File: src/rtl/db15_snac_reader.sv
// Serial reader for the DB15 SNAC joystick adapter: drives the load/clock chain,
// samples the data line and publishes one pair of joystick words per frame.
module db15_snac_reader #(
    parameter int CLK_DIV   = 20,
    parameter int NBITS     = 24,
    parameter int GAP_TICKS = 16
) (
    input  logic        clk_sys,
    input  logic        reset,
    input  logic        JOY_DATA,
    output logic        JOY_CLK,
    output logic        JOY_LOAD,
    output logic [15:0] joystick1,
    output logic [15:0] joystick2,
    output logic        present,
    output logic        frame_done
);

    localparam int DIV_W = $clog2(CLK_DIV);
    localparam int BIT_W = $clog2(NBITS);
    localparam int GAP_W = $clog2(GAP_TICKS + 1);
    localparam int HALF  = NBITS / 2;
    localparam int PBITS = (HALF < 12) ? HALF : 12;

    localparam logic [DIV_W-1:0] DIV_LAST   = DIV_W'(CLK_DIV - 1);
    localparam logic [BIT_W-1:0] BIT_LAST   = BIT_W'(NBITS - 1);
    localparam logic [GAP_W-1:0] GAP_RELOAD = GAP_W'(GAP_TICKS - 1);

    typedef enum logic [2:0] {
        S_IDLE,
        S_LOAD,
        S_LOW,
        S_HIGH,
        S_DONE
    } state_t;

    state_t             state_q,      state_d;
    logic [DIV_W-1:0]   div_q,        div_d;
    logic [GAP_W-1:0]   gap_q,        gap_d;
    logic [BIT_W-1:0]   bit_idx_q,    bit_idx_d;
    logic [NBITS-1:0]   shreg_q,      shreg_d;
    logic               sync1_q,      sync1_d;
    logic               sync2_q,      sync2_d;
    logic               joy_clk_q,    joy_clk_d;
    logic               joy_load_q,   joy_load_d;
    logic [15:0]        joy1_q,       joy1_d;
    logic [15:0]        joy2_q,       joy2_d;
    logic               present_q,    present_d;
    logic               frame_done_q, frame_done_d;
    logic               tick;

    always_comb begin
        // NOTE: every variable gets its default first, so no path can leave one unassigned and infer a latch.
        state_d      = state_q;
        gap_d        = gap_q;
        bit_idx_d    = bit_idx_q;
        shreg_d      = shreg_q;
        joy_clk_d    = joy_clk_q;
        joy_load_d   = joy_load_q;
        joy1_d       = joy1_q;
        joy2_d       = joy2_q;
        present_d    = present_q;
        frame_done_d = 1'b0;
        sync1_d      = JOY_DATA;
        sync2_d      = sync1_q;

        tick = (div_q == DIV_LAST);
        // The divider holds through the single DONE cycle, so the next frame's ticks shift by one cycle.
        if (state_q == S_DONE) begin
            div_d = div_q;
        end else if (tick) begin
            div_d = '0;
        end else begin
            div_d = div_q + 1'b1;
        end

        unique case (state_q)
            S_IDLE: begin
                if (tick) begin
                    if (gap_q == '0) begin
                        joy_load_d = 1'b0;
                        state_d    = S_LOAD;
                    end else begin
                        gap_d = gap_q - 1'b1;
                    end
                end
            end
            S_LOAD: begin
                if (tick) begin
                    joy_load_d = 1'b1;
                    bit_idx_d  = '0;
                    state_d    = S_LOW;
                end
            end
            S_LOW: begin
                if (tick) begin
                    shreg_d[bit_idx_q] = sync2_q;
                    joy_clk_d          = 1'b1;
                    state_d            = S_HIGH;
                end
            end
            S_HIGH: begin
                if (tick) begin
                    joy_clk_d = 1'b0;
                    if (bit_idx_q == BIT_LAST) begin
                        state_d = S_DONE;
                    end else begin
                        bit_idx_d = bit_idx_q + 1'b1;
                        state_d   = S_LOW;
                    end
                end
            end
            S_DONE: begin
                frame_done_d = 1'b1;
                gap_d        = GAP_RELOAD;
                state_d      = S_IDLE;
                joy1_d       = '0;
                joy2_d       = '0;
                present_d    = |shreg_q;
                // An all-zero frame means no adapter: both words stay clear.
                if (|shreg_q) begin
                    for (int i = 0; i < PBITS; i++) begin
                        joy1_d[i] = ~shreg_q[i];
                        joy2_d[i] = ~shreg_q[HALF + i];
                    end
                end
            end
            default: state_d = S_IDLE;
        endcase
    end

    always_ff @(posedge clk_sys) begin
        // NOTE: state is updated with non-blocking assignments only, so every flop sees pre-edge values.
        if (reset) begin
            state_q      <= S_IDLE;
            div_q        <= '0;
            gap_q        <= '0;
            bit_idx_q    <= '0;
            // NOTE: the shift register is a plain flop vector, so it is cleared with the rest of the state.
            shreg_q      <= '0;
            sync1_q      <= 1'b1;
            sync2_q      <= 1'b1;
            joy_clk_q    <= 1'b0;
            joy_load_q   <= 1'b1;
            joy1_q       <= '0;
            joy2_q       <= '0;
            present_q    <= 1'b0;
            frame_done_q <= 1'b0;
        end else begin
            state_q      <= state_d;
            div_q        <= div_d;
            gap_q        <= gap_d;
            bit_idx_q    <= bit_idx_d;
            shreg_q      <= shreg_d;
            sync1_q      <= sync1_d;
            sync2_q      <= sync2_d;
            joy_clk_q    <= joy_clk_d;
            joy_load_q   <= joy_load_d;
            joy1_q       <= joy1_d;
            joy2_q       <= joy2_d;
            present_q    <= present_d;
            frame_done_q <= frame_done_d;
        end
    end

    assign JOY_CLK    = joy_clk_q;
    assign JOY_LOAD   = joy_load_q;
    assign joystick1  = joy1_q;
    assign joystick2  = joy2_q;
    assign present    = present_q;
    assign frame_done = frame_done_q;

endmodule
File: config.mk
export PLATFORM = sky130hd
export DESIGN_NAME = db15_snac_reader
export DESIGN_NICKNAME = d
export VERILOG_FILES = /design/src/rtl/db15_snac_reader.sv
export SDC_FILE = /design/constraint.sdc
export NUM_CORES = 1
export LEC_CHECK = 0
export CORE_UTILIZATION = 45
export CTS_CLUSTER_DIAMETER = 120
export CTS_CLUSTER_SIZE = 24
export DETAILED_ROUTE_END_ITERATION = 16
export PLACE_DENSITY = 0.67
export SLEW_MARGIN = 10
export SYNTH_ARGS = -nofsm -noshare
export SYNTH_HDL_FRONTEND = slang
export SYNTH_SLANG_ARGS = --single-unit
export TNS_END_PERCENT = 10
File: constraint.sdc
create_clock -name clk_sys -period 1.95 [get_ports clk_sys]
set_clock_uncertainty 0.05 [all_clocks]
set_input_delay 0.2925 -clock clk_sys [delete_from_list [all_inputs] [get_ports clk_sys]]
set_output_delay 0.2925 -clock clk_sys [all_outputs]
set_load 0.005 [all_outputs]
Yosys cells after proc, flatten, opt, wreduce, memory -nomap -nowiden
Cells that the tools add are included.
{"block": "word_totals", "input_bits": 3, "output_inout_bits": 36, "ff_bits": 72, "wordCells": 96}
{"block": "classes", "n_lt_le_gt_ge": 2, "n_bitwise": 24, "addsub": 3, "eq_ne": 13, "reduce_logical": 14, "mux": 27}
{"operator": "2-to-1 mux 5 bit", "n": 6}
{"operator": "bitwise mux 24 bit", "n": 1}
{"operator": "2-to-1 mux 12 bit", "n": 2}
{"operator": "inverter 1 bit", "n": 24}
{"operator": "OR reduction 24 bit", "n": 1}
{"operator": "one-hot mux 5 bit (2 select lines)", "n": 2}
{"operator": "2-to-1 mux 3 bit", "n": 6}
{"operator": "inequality test 2 bit (second input constant)", "n": 7}
{"operator": "one-hot mux 3 bit (4 select lines)", "n": 1}
{"operator": "adder 5 x 1 -> 5 bit (second input constant)", "n": 2}
{"operator": "== test 5 bit (second input constant)", "n": 2}
{"operator": "AND reduction 4 bit", "n": 2}
{"operator": "nonzero test 2 bit", "n": 4}
{"operator": "== test 3 x 2 -> 1 bit (second input constant)", "n": 2}
{"operator": "less-than comparator 5 x 6 -> 1 bit (second input constant)", "n": 1}
{"operator": "2-to-1 mux 1 bit", "n": 6}
{"operator": "AND reduction 3 bit", "n": 2}
{"operator": "demux 1 bit (select 5 bit)", "n": 1}
{"operator": ">= comparator 5 x 1 -> 1 bit (second input constant)", "n": 1}
{"operator": "logical NOT 5 bit", "n": 1}
{"operator": "AND reduction 5 bit", "n": 1}
{"operator": "subtractor 5 x 1 -> 5 bit (second input constant)", "n": 1}
{"operator": "one-hot mux 1 bit (2 select lines)", "n": 2}
{"operator": "== test 3 x 1 -> 1 bit (second input constant)", "n": 1}
{"operator": "4 further kinds", "n": 4}

Longest topological paths before layout
Gate-level depths: netlist of run 1.
{"block": "logic_depth", "ltp_word": 5, "depth_mapped": 7}

Least setup slack after synthesis of run 1
Ideal clock, no wire load.
{"block": "synth_path", "path_type": "register -> register", "start": "register div_q[0]", "end": "register bit_idx_q[3]", "stages_incl_launch_ff": 7, "period_less_slack_ns": 1.707, "slack_ns": 0.243, "n_path_buf": 1, "t_arrival_ns": 1.540, "path_cell_list": "dfxtp_1 > ha_1 > nand4bb_1 > buf_2 > or3_1 > o21a_1 > a22o_1"}
{"block": "synth_between", "elab_chain_cells": 3, "elab_cells_between_ends": 4, "classes_between": "eq/ne: 3; reduce/logical: 1"}
{"element": "start, declared", "line": "38", "text": "logic [DIV_W-1:0] div_q, div_d;"}
{"element": "start signal, assigned", "line": "151", "text": "div_q <= div_d;"}
{"element": "== test 5 bit *", "line": "67", "text": "tick = (div_q == DIV_LAST);"}
{"element": "inequality test 2 bit (no line)"}
{"element": "AND reduction 4 bit (no line) *"}
{"element": "end signal, assigned", "line": "153", "text": "bit_idx_q <= bit_idx_d;"}
{"element": "end, declared", "line": "40", "text": "logic [BIT_W-1:0] bit_idx_q, bit_idx_d;"}
Every way passes the cells marked *; elsewhere a longest branch is shown, timed or not.
A chain may end at the register's enable or synchronous reset.

Worst setup path after layout of run 1
{"block": "layout_path", "start": "register div_q[0]", "end": "register shreg_q[6]"}
{"block": "layout_between", "elab_chain_cells": 2}
{"element": "== test 5 bit", "line": "67"}
{"element": "AND reduction 2 bit (no line)"}
{"element": "end signal, assigned", "line": "154", "text": "shreg_q <= shreg_d;"}
{"element": "end, declared", "line": "41", "text": "logic [NBITS-1:0] shreg_q, shreg_d;"}
No other way between the ends.

==> results_dict.tcl, run 1 <==
set metrics [dict create \
    synth-xor-area-share_pct 1.37 \
    drv_cap 0 \
    track_usage_pct 20.9 \
    holdPathEnd "state_q[1]$_SDFFE_PP0P_" \
    dp_hpwl_mm 4.75 \
    reg2reg_depth 6 \
    placementRows 30 \
    netlist_instances 348 \
    ys_warn_count 0 \
    ff2ff_setup_slack_ns 0.17 \
    cts_buffers 9 \
    synth_fa_ha_area_share_pct 2.34 \
    layout.cells.non_filler 473 \
    yosysTopAreaCellShare_pct 45.0 \
    powerDensity_nw_per_um2 744 \
    final_cell_mix "dfxtp_1 (72), nand3_1 (50), nor2_1 (32), clkdlybuf4s50_1 (29)" \
    worstHoldStart "reset" \
    whs_path_depth 3 \
    synth.area.top_cells "dfxtp_1 (45%), mux2i_1 (7.8%), nand3_1 (7.8%)" \
    finalCriticalPeriod_ns 1.78 \
    final_hold_viol_count 0 \
    min_path_type "in2reg" \
    route.detailed.drc 0 \
    mostFrequentLayoutCell "dfxtp_1" \
    yosysTopAreaCell "dfxtp_1" \
    yosys-mux-area-fraction_pct 7.81 \
    cts_sinks 72 \
    ios 39 \
    wl_per_cell_um 15.4 \
    rsz0062_at_grt "false" \
    area_delta_synth_final_pct 20.0 \
    tns_ns 0 \
    ys_seq_elements 72 \
    cts_tree "done" \
    cp-start-kind "register" \
    die_x_um 86.4 \
    synth_top_family_by_area "simple AND/OR/NAND/NOR gates" \
    drt_iter0_drc 153 \
    nets 381 \
    drive_gt1_share_pct 12.2 \
    seq_area_frac_synth_pct 45.0 \
    grt-ovfl-total 0 \
    antenna_left 0 \
    endpoint_kind "register" \
    dieArea_sq_um 7460 \
    crit_required_ns 2.14 \
    diodes 0 \
    syn-cell-area_sq_um 3200 \
    fmax_ghz 0.563 \
    cts_max_path_buffers 2 \
    timing.slew.headroom_pct 61.8 \
    start_util_pct 46.9 \
    grt_pass1_wl_mm 12.0 \
    tightest_slew_ns 0.568 \
    synth_simple_gate_area_share_pct 22.4 \
    avgSynthCellArea_sq_um 9.21 \
    core_sq_um 6830 \
    root_buffer "clkbuf_8" \
    slew_violations 0 \
    post-place-cells 457 \
    irDropWorstVdd_mv 0.418 \
    dr.pass1.iters 4 \
    numPortBuffers 30 \
    r2r-end "shreg_q[6]$_SDFFE_PP0P_" \
    place.gp.congestion 0.804 \
    hold_buffers 0 \
    grt_max_degree 62 \
    setup_viol 0 \
    arrival_ns 1.96 \
    antenna_found_initial 0 \
    cts_max_level 3 \
    clkTransAtPathRegs_ns 0.08 \
    p_leak_nw 1.51 \
    vias 2680 \
    post-route-util_pct 56.3 \
    synth_cell_types 43 \
    period_share_pct 91.2 \
    clock_latency_ns 0.35 \
    r2r_start "div_q[0]$_SDFFE_PP0N_" \
    die_h_um 86.4 \
    wl_mm 7.29 \
    path_max_fanout 27 \
    via_per_inst 5.67 \
    criticalPathCategory "reg2reg" \
    synth_compound_area_share_pct 13.7 \
    grt_pass1_vias 2564 \
    status "complete, no violations" \
]
[registers in the layout (all words and copies together), names as in the netlist]
name,cells
JOY_LOAD,1
present,1
sync1_q,1
frame_done,1
state_q,3
bit_idx_q,5
shreg_q,24
sync2_q,1
joystick2,12
joystick1,12
div_q,5
gap_q,5
JOY_CLK,1
[routing by layer]
layer  share of wire (%)  track usage (%)  up-vias
li1                    -                -     1311
met2                  47             34.0       57
met4                 2.3             10.9        0
met3                 4.6             4.48       17
met1                  46             25.9     1295
met5                   0                0        -
[area by class of cell]
class                   count  area, sq um
inverters                   8         30.0
flip-flops and latches     72         1440
well taps                  96          120
clock inverters             6         92.6
clock buffers              10          128
repair buffers             47          460
fillers                   641         2990
multi-input cells         234         1570
[worst max-delay path: stages (launching register included)]
cell      delay [ns]
dfxtp_1         0.37
ha_1            0.22
nor4bb_4        0.41
buf_12          0.23
nand3_1         0.11
mux2i_1         0.22
nor2_1          0.06
[how the worst max path moves through the flow]
stage,startpoint,end,slack [ns],depth (start not counted)
2_1_floorplan,div_q[0]$_SDFFE_PP0N_,bit_idx_q[3]$_SDFFE_PP0P_,0.24,6
3_3_place_gp,gap_q[0]$_SDFFE_PP0P_,gap_q[0]$_SDFFE_PP0P_,0.18,6
3_5_place_dp,gap_q[0]$_SDFFE_PP0P_,state_q[2]$_SDFFE_PP0P_,0.12,6
4_1_cts,gap_q[0]$_SDFFE_PP0P_,state_q[2]$_SDFFE_PP0P_,0.09,6
5_1_grt,bit_idx_q[1]$_SDFFE_PP0P_,shreg_q[1]$_SDFFE_PP0P_,0.004,7
6_report,div_q[0]$_SDFFE_PP0N_,shreg_q[6]$_SDFFE_PP0P_,0.17,6
[where the power goes]
| group | total [W] | internal (W) | switching [W] |
|---|---|---|---|
| logic | 0.0000723 | 0.0000229 | 0.0000494 |
| clock network | 0.00131 | 0.000727 | 0.000581 |
| registers | 0.00148 | 0.00148 | 0.00000658 |
[what timing repair did]
item,4_1_cts,5_1_grt
hold endpoints to repair,0,0
resized for setup,0,1
buffers inserted,0,0
setup endpoints to repair,0,1
[metrics by stage]
stage               power, W  setup slack (ns)  hold slack (ns)  cell area (sq um)
floorplan            0.00158             0.243            0.339               3230
global placement     0.00159             0.183            0.351               3620
detailed placement   0.00159             0.123            0.344               3620
CTS                  0.00289            0.0929            0.287               3840
global route         0.00298           0.00446            0.289               3850
finish               0.00286             0.173            0.291               3850
[cells by family (layout without fill, tap and decap cells)]
family | count (synthesis) | after routing
AOI/OAI and AO/OA | 58 | 58
xor gates and xnor gates | 5 | 5
adders and majority gates | 6 | 6
buffers and inverters | 49 | 71
DFF | 72 | 72
muxes | 25 | 25
other | 1 | 8
and+or+nand+nor | 132 | 132
[synth_stat cells (all sizes together)]
| library cell | number |
|---|---|
| a31oi | 1 |
| o211ai | 1 |
| inv | 8 |
| a21oi | 15 |
| nor3 | 6 |
| and4b | 1 |
| o21ai | 5 |
| nor4bb | 3 |
| nand4 | 5 |
| o41ai | 25 |
| and3b | 2 |
| clkbuf | 18 |
| a311oi | 2 |
| xor2 | 3 |
| nor2b | 2 |
| or3 | 2 |
| ha | 6 |
| buf | 23 |
| nor2 | 32 |
| or3b | 1 |
| nand4bb | 1 |
| conb | 1 |
| nor4 | 7 |
| nand3 | 50 |
| and3 | 3 |
| or4b | 1 |
| a2111oi | 1 |
| nor3b | 4 |
| a211oi | 1 |
| o21a | 1 |
| o221a | 2 |
| nand2 | 7 |
| mux2i | 25 |
| o31a | 1 |
| a22o | 3 |
| or2 | 3 |
| xnor2 | 2 |
| dfxtp | 72 |
| and4bb | 2 |
Note: power is estimated with default switching activity, not from simulation.
==> inputs of run 2 (changes only) <==
--- a/config.mk
+++ b/config.mk
@@ -5,11 +5,10 @@
 export SDC_FILE = /design/constraint.sdc
 export NUM_CORES = 1
 export LEC_CHECK = 0
-export CORE_UTILIZATION = 45
+export CORE_UTILIZATION = 30
 export CTS_CLUSTER_DIAMETER = 120
 export CTS_CLUSTER_SIZE = 24
 export DETAILED_ROUTE_END_ITERATION = 16
-export PLACE_DENSITY = 0.67
 export SLEW_MARGIN = 10
 export SYNTH_ARGS = -nofsm -noshare
 export SYNTH_HDL_FRONTEND = slang
==> run 2 against run 1 <==
Compared with the run above:
- critical path depth fell by 3
- core utilization fell by 18 points
- final area up 1.9%
- power up 5.7%
- count of clock-buffer cells in the layout up 1
- hold slack lost 0.010 ns
- fmax down 3.0%
- wire length is 0.21% lower
- combinational power down 3%
- first-iteration DRC count fell by 2.6%
- sequential power hardly changed
- largest cell class unchanged
==> results_dict.tcl, run 2 (synthesis results as in run 1) <==
set metrics [dict create \
    cts_tree "done" \
    mostFrequentLayoutCell "dfxtp_1" \
    antenna_found_initial 0 \
    placementRows 37 \
    arrival_ns 2.02 \
    clkPwrFrac_pct 48.7 \
    tightest_slew_ns 0.498 \
    slew_violations 0 \
    criticalPathCategory "reg2reg" \
    hold_buffers 0 \
    design_area_sq_um 3920 \
    numPortBuffers 30 \
    combPwrFrac_pct 2.3 \
    p_switching_w 0.000610 \
    clock_latency_ns 0.35 \
    p_leak_nw 1.53 \
    place_ws_ns 0.116 \
    ios 39 \
    cp-start-kind "register" \
    dieArea_sq_um 11100 \
    diodes 0 \
    place.gp.congestion 0.782 \
    wl_per_cell_um 14.2 \
    vias 2656 \
    final_hold_viol_count 0 \
    area_delta_synth_final_pct 22.3 \
    route.detailed.drc 0 \
    crit_required_ns 2.13 \
    nFillCells 1024 \
    die_x_um 105 \
    track_usage_pct 14.1 \
    rsz0062_at_grt "false" \
    tns_ns 0 \
    finalCriticalPeriod_ns 1.83 \
    switching_share_pct 20.2 \
    root_buffer "clkbuf_8" \
    nets 381 \
    fmax_ghz 0.546 \
    whs_ns 0.281 \
    p_seq_share_pct 49.0 \
    dr.pass1.iters 4 \
    dp_hpwl_mm 4.93 \
    grt-ovfl-total 0 \
    start_util_pct 31.0 \
    status "complete, no violations" \
    final_cell_mix "dfxtp_1 (72), nand3_1 (50), nor2_1 (32), clkdlybuf4s50_1 (29)" \
    wl_mm 7.28 \
    clkTransAtPathRegs_ns 0.07 \
    cpMaxStageDelayCell "or3b_2" \
    cts_buffers 9 \
    crit_chain "or3b_2 > buf_4 > o41ai_1" \
    endpoint_kind "register" \
    drive_gt1_share_pct 12.5 \
    cts_sinks 72 \
    largest_reg_flops 24 \
    grt_pass1_wl_mm 12.5 \
    core_sq_um 10300 \
    irDropWorstVdd_mv 0.455 \
    cts_max_path_buffers 2 \
    min_path_type "in2reg" \
    slowest_delay_ns 0.57 \
    top_register "shreg_q" \
    drt_iter0_drc 149 \
    powerDensity_nw_per_um2 772 \
    grt_max_degree 63 \
    post_dp_cell_area_sq_um 3640 \
    path_max_fanout 29 \
    post-route-util_pct 37.9 \
    p_int_w 0.00242 \
    antenna_left 0 \
    via_per_inst 5.18 \
    timing.slew.headroom_pct 66.7 \
    drv_cap 0 \
    die_h_um 105 \
    setup_viol 0 \
    grt_pass1_vias 2563 \
    period_share_pct 93.9 \
    cts_max_level 3 \
    fin_ws_ns 0.118 \
]
-- run 2: cell types whose count changed in the layout (fill, tap and decap cells not counted) --
cell / change
clkbuf_1: -1
clkinv_4: -1
buf_12: -1
inv_6: -1
clkinvlp_4: -1
buf_4: +1
clkinv_2: +1
clkbuf_8: +2
bufinv_16: +1
-- run 2: path summary, 6_finish.rpt --
kind                                             endpoint  slack [ns]  cells past startpoint               startpoint
worst min-delay path              state_q[2]$_SDFFE_PP0P_        0.28                      3                    reset
worst max-delay path            joystick2[1]$_SDFFE_PP0P_        0.12                      3  state_q[2]$_SDFFE_PP0P_
worst max register to register  joystick2[1]$_SDFFE_PP0P_        0.12                      3  state_q[2]$_SDFFE_PP0P_
worst min register to register         sync2_q$_SDFF_PP1_        0.36                      1       sync1_q$_SDFF_PP1_
-- run 2: per-layer routing --
metal	GRT usage, %	vias up	wire length [um]
li1	-	1313	-
met1	17.7	1277	3420
met2	23.4	56	3490
met3	2.66	10	260
met4	5.94	0	106
met5	0	-	0
-- run 2: power by group through the flow --
stage,clock [W],sequential [W],combinational (W)
after CTS,0.00151,0.00148,0.0000718
after global routing,0.00157,0.00148,0.0000801
final,0.00147,0.00148,0.0000704
after floorplan,0,0.00152,0.0000598
after detailed placement,0,0.00152,0.0000712
after global placement,0,0.00152,0.0000708
-- run 2: stage by stage --
stage          total power (W)  cells
6_report               0.00303    513
5_1_grt                0.00314    513
4_1_cts                0.00306    511
3_5_place_dp           0.00159    495
2_1_floorplan          0.00158    355
3_3_place_gp           0.00159    495
-- run 2: critical path, delay by kind of cell (launching register included) --
family	cells	cell delay, ns
AO/OA/AOI/OAI	1	0.36
AND/OR/NAND/NOR	1	0.57
buffers and inverters	1	0.26
flip-flops	1	0.47
-- run 2: layout make-up --
type	instances	area [sq um]	share of cell area, %
multi-input combinational	234	1570	40.2
sequential	72	1440	36.8
timing repair buffer	47	448	11.4
tap	136	170	4.34
clock buffer	11	151	3.86
clock inverter	5	103	2.62
inverter	8	30.0	0.767
-- run 2: repair_timing --
item	in CTS	in global routing
endpoints found under the hold margin	0	0
buffers inserted	0	2
endpoints found under the setup margin	0	10
resized for setup	0	1
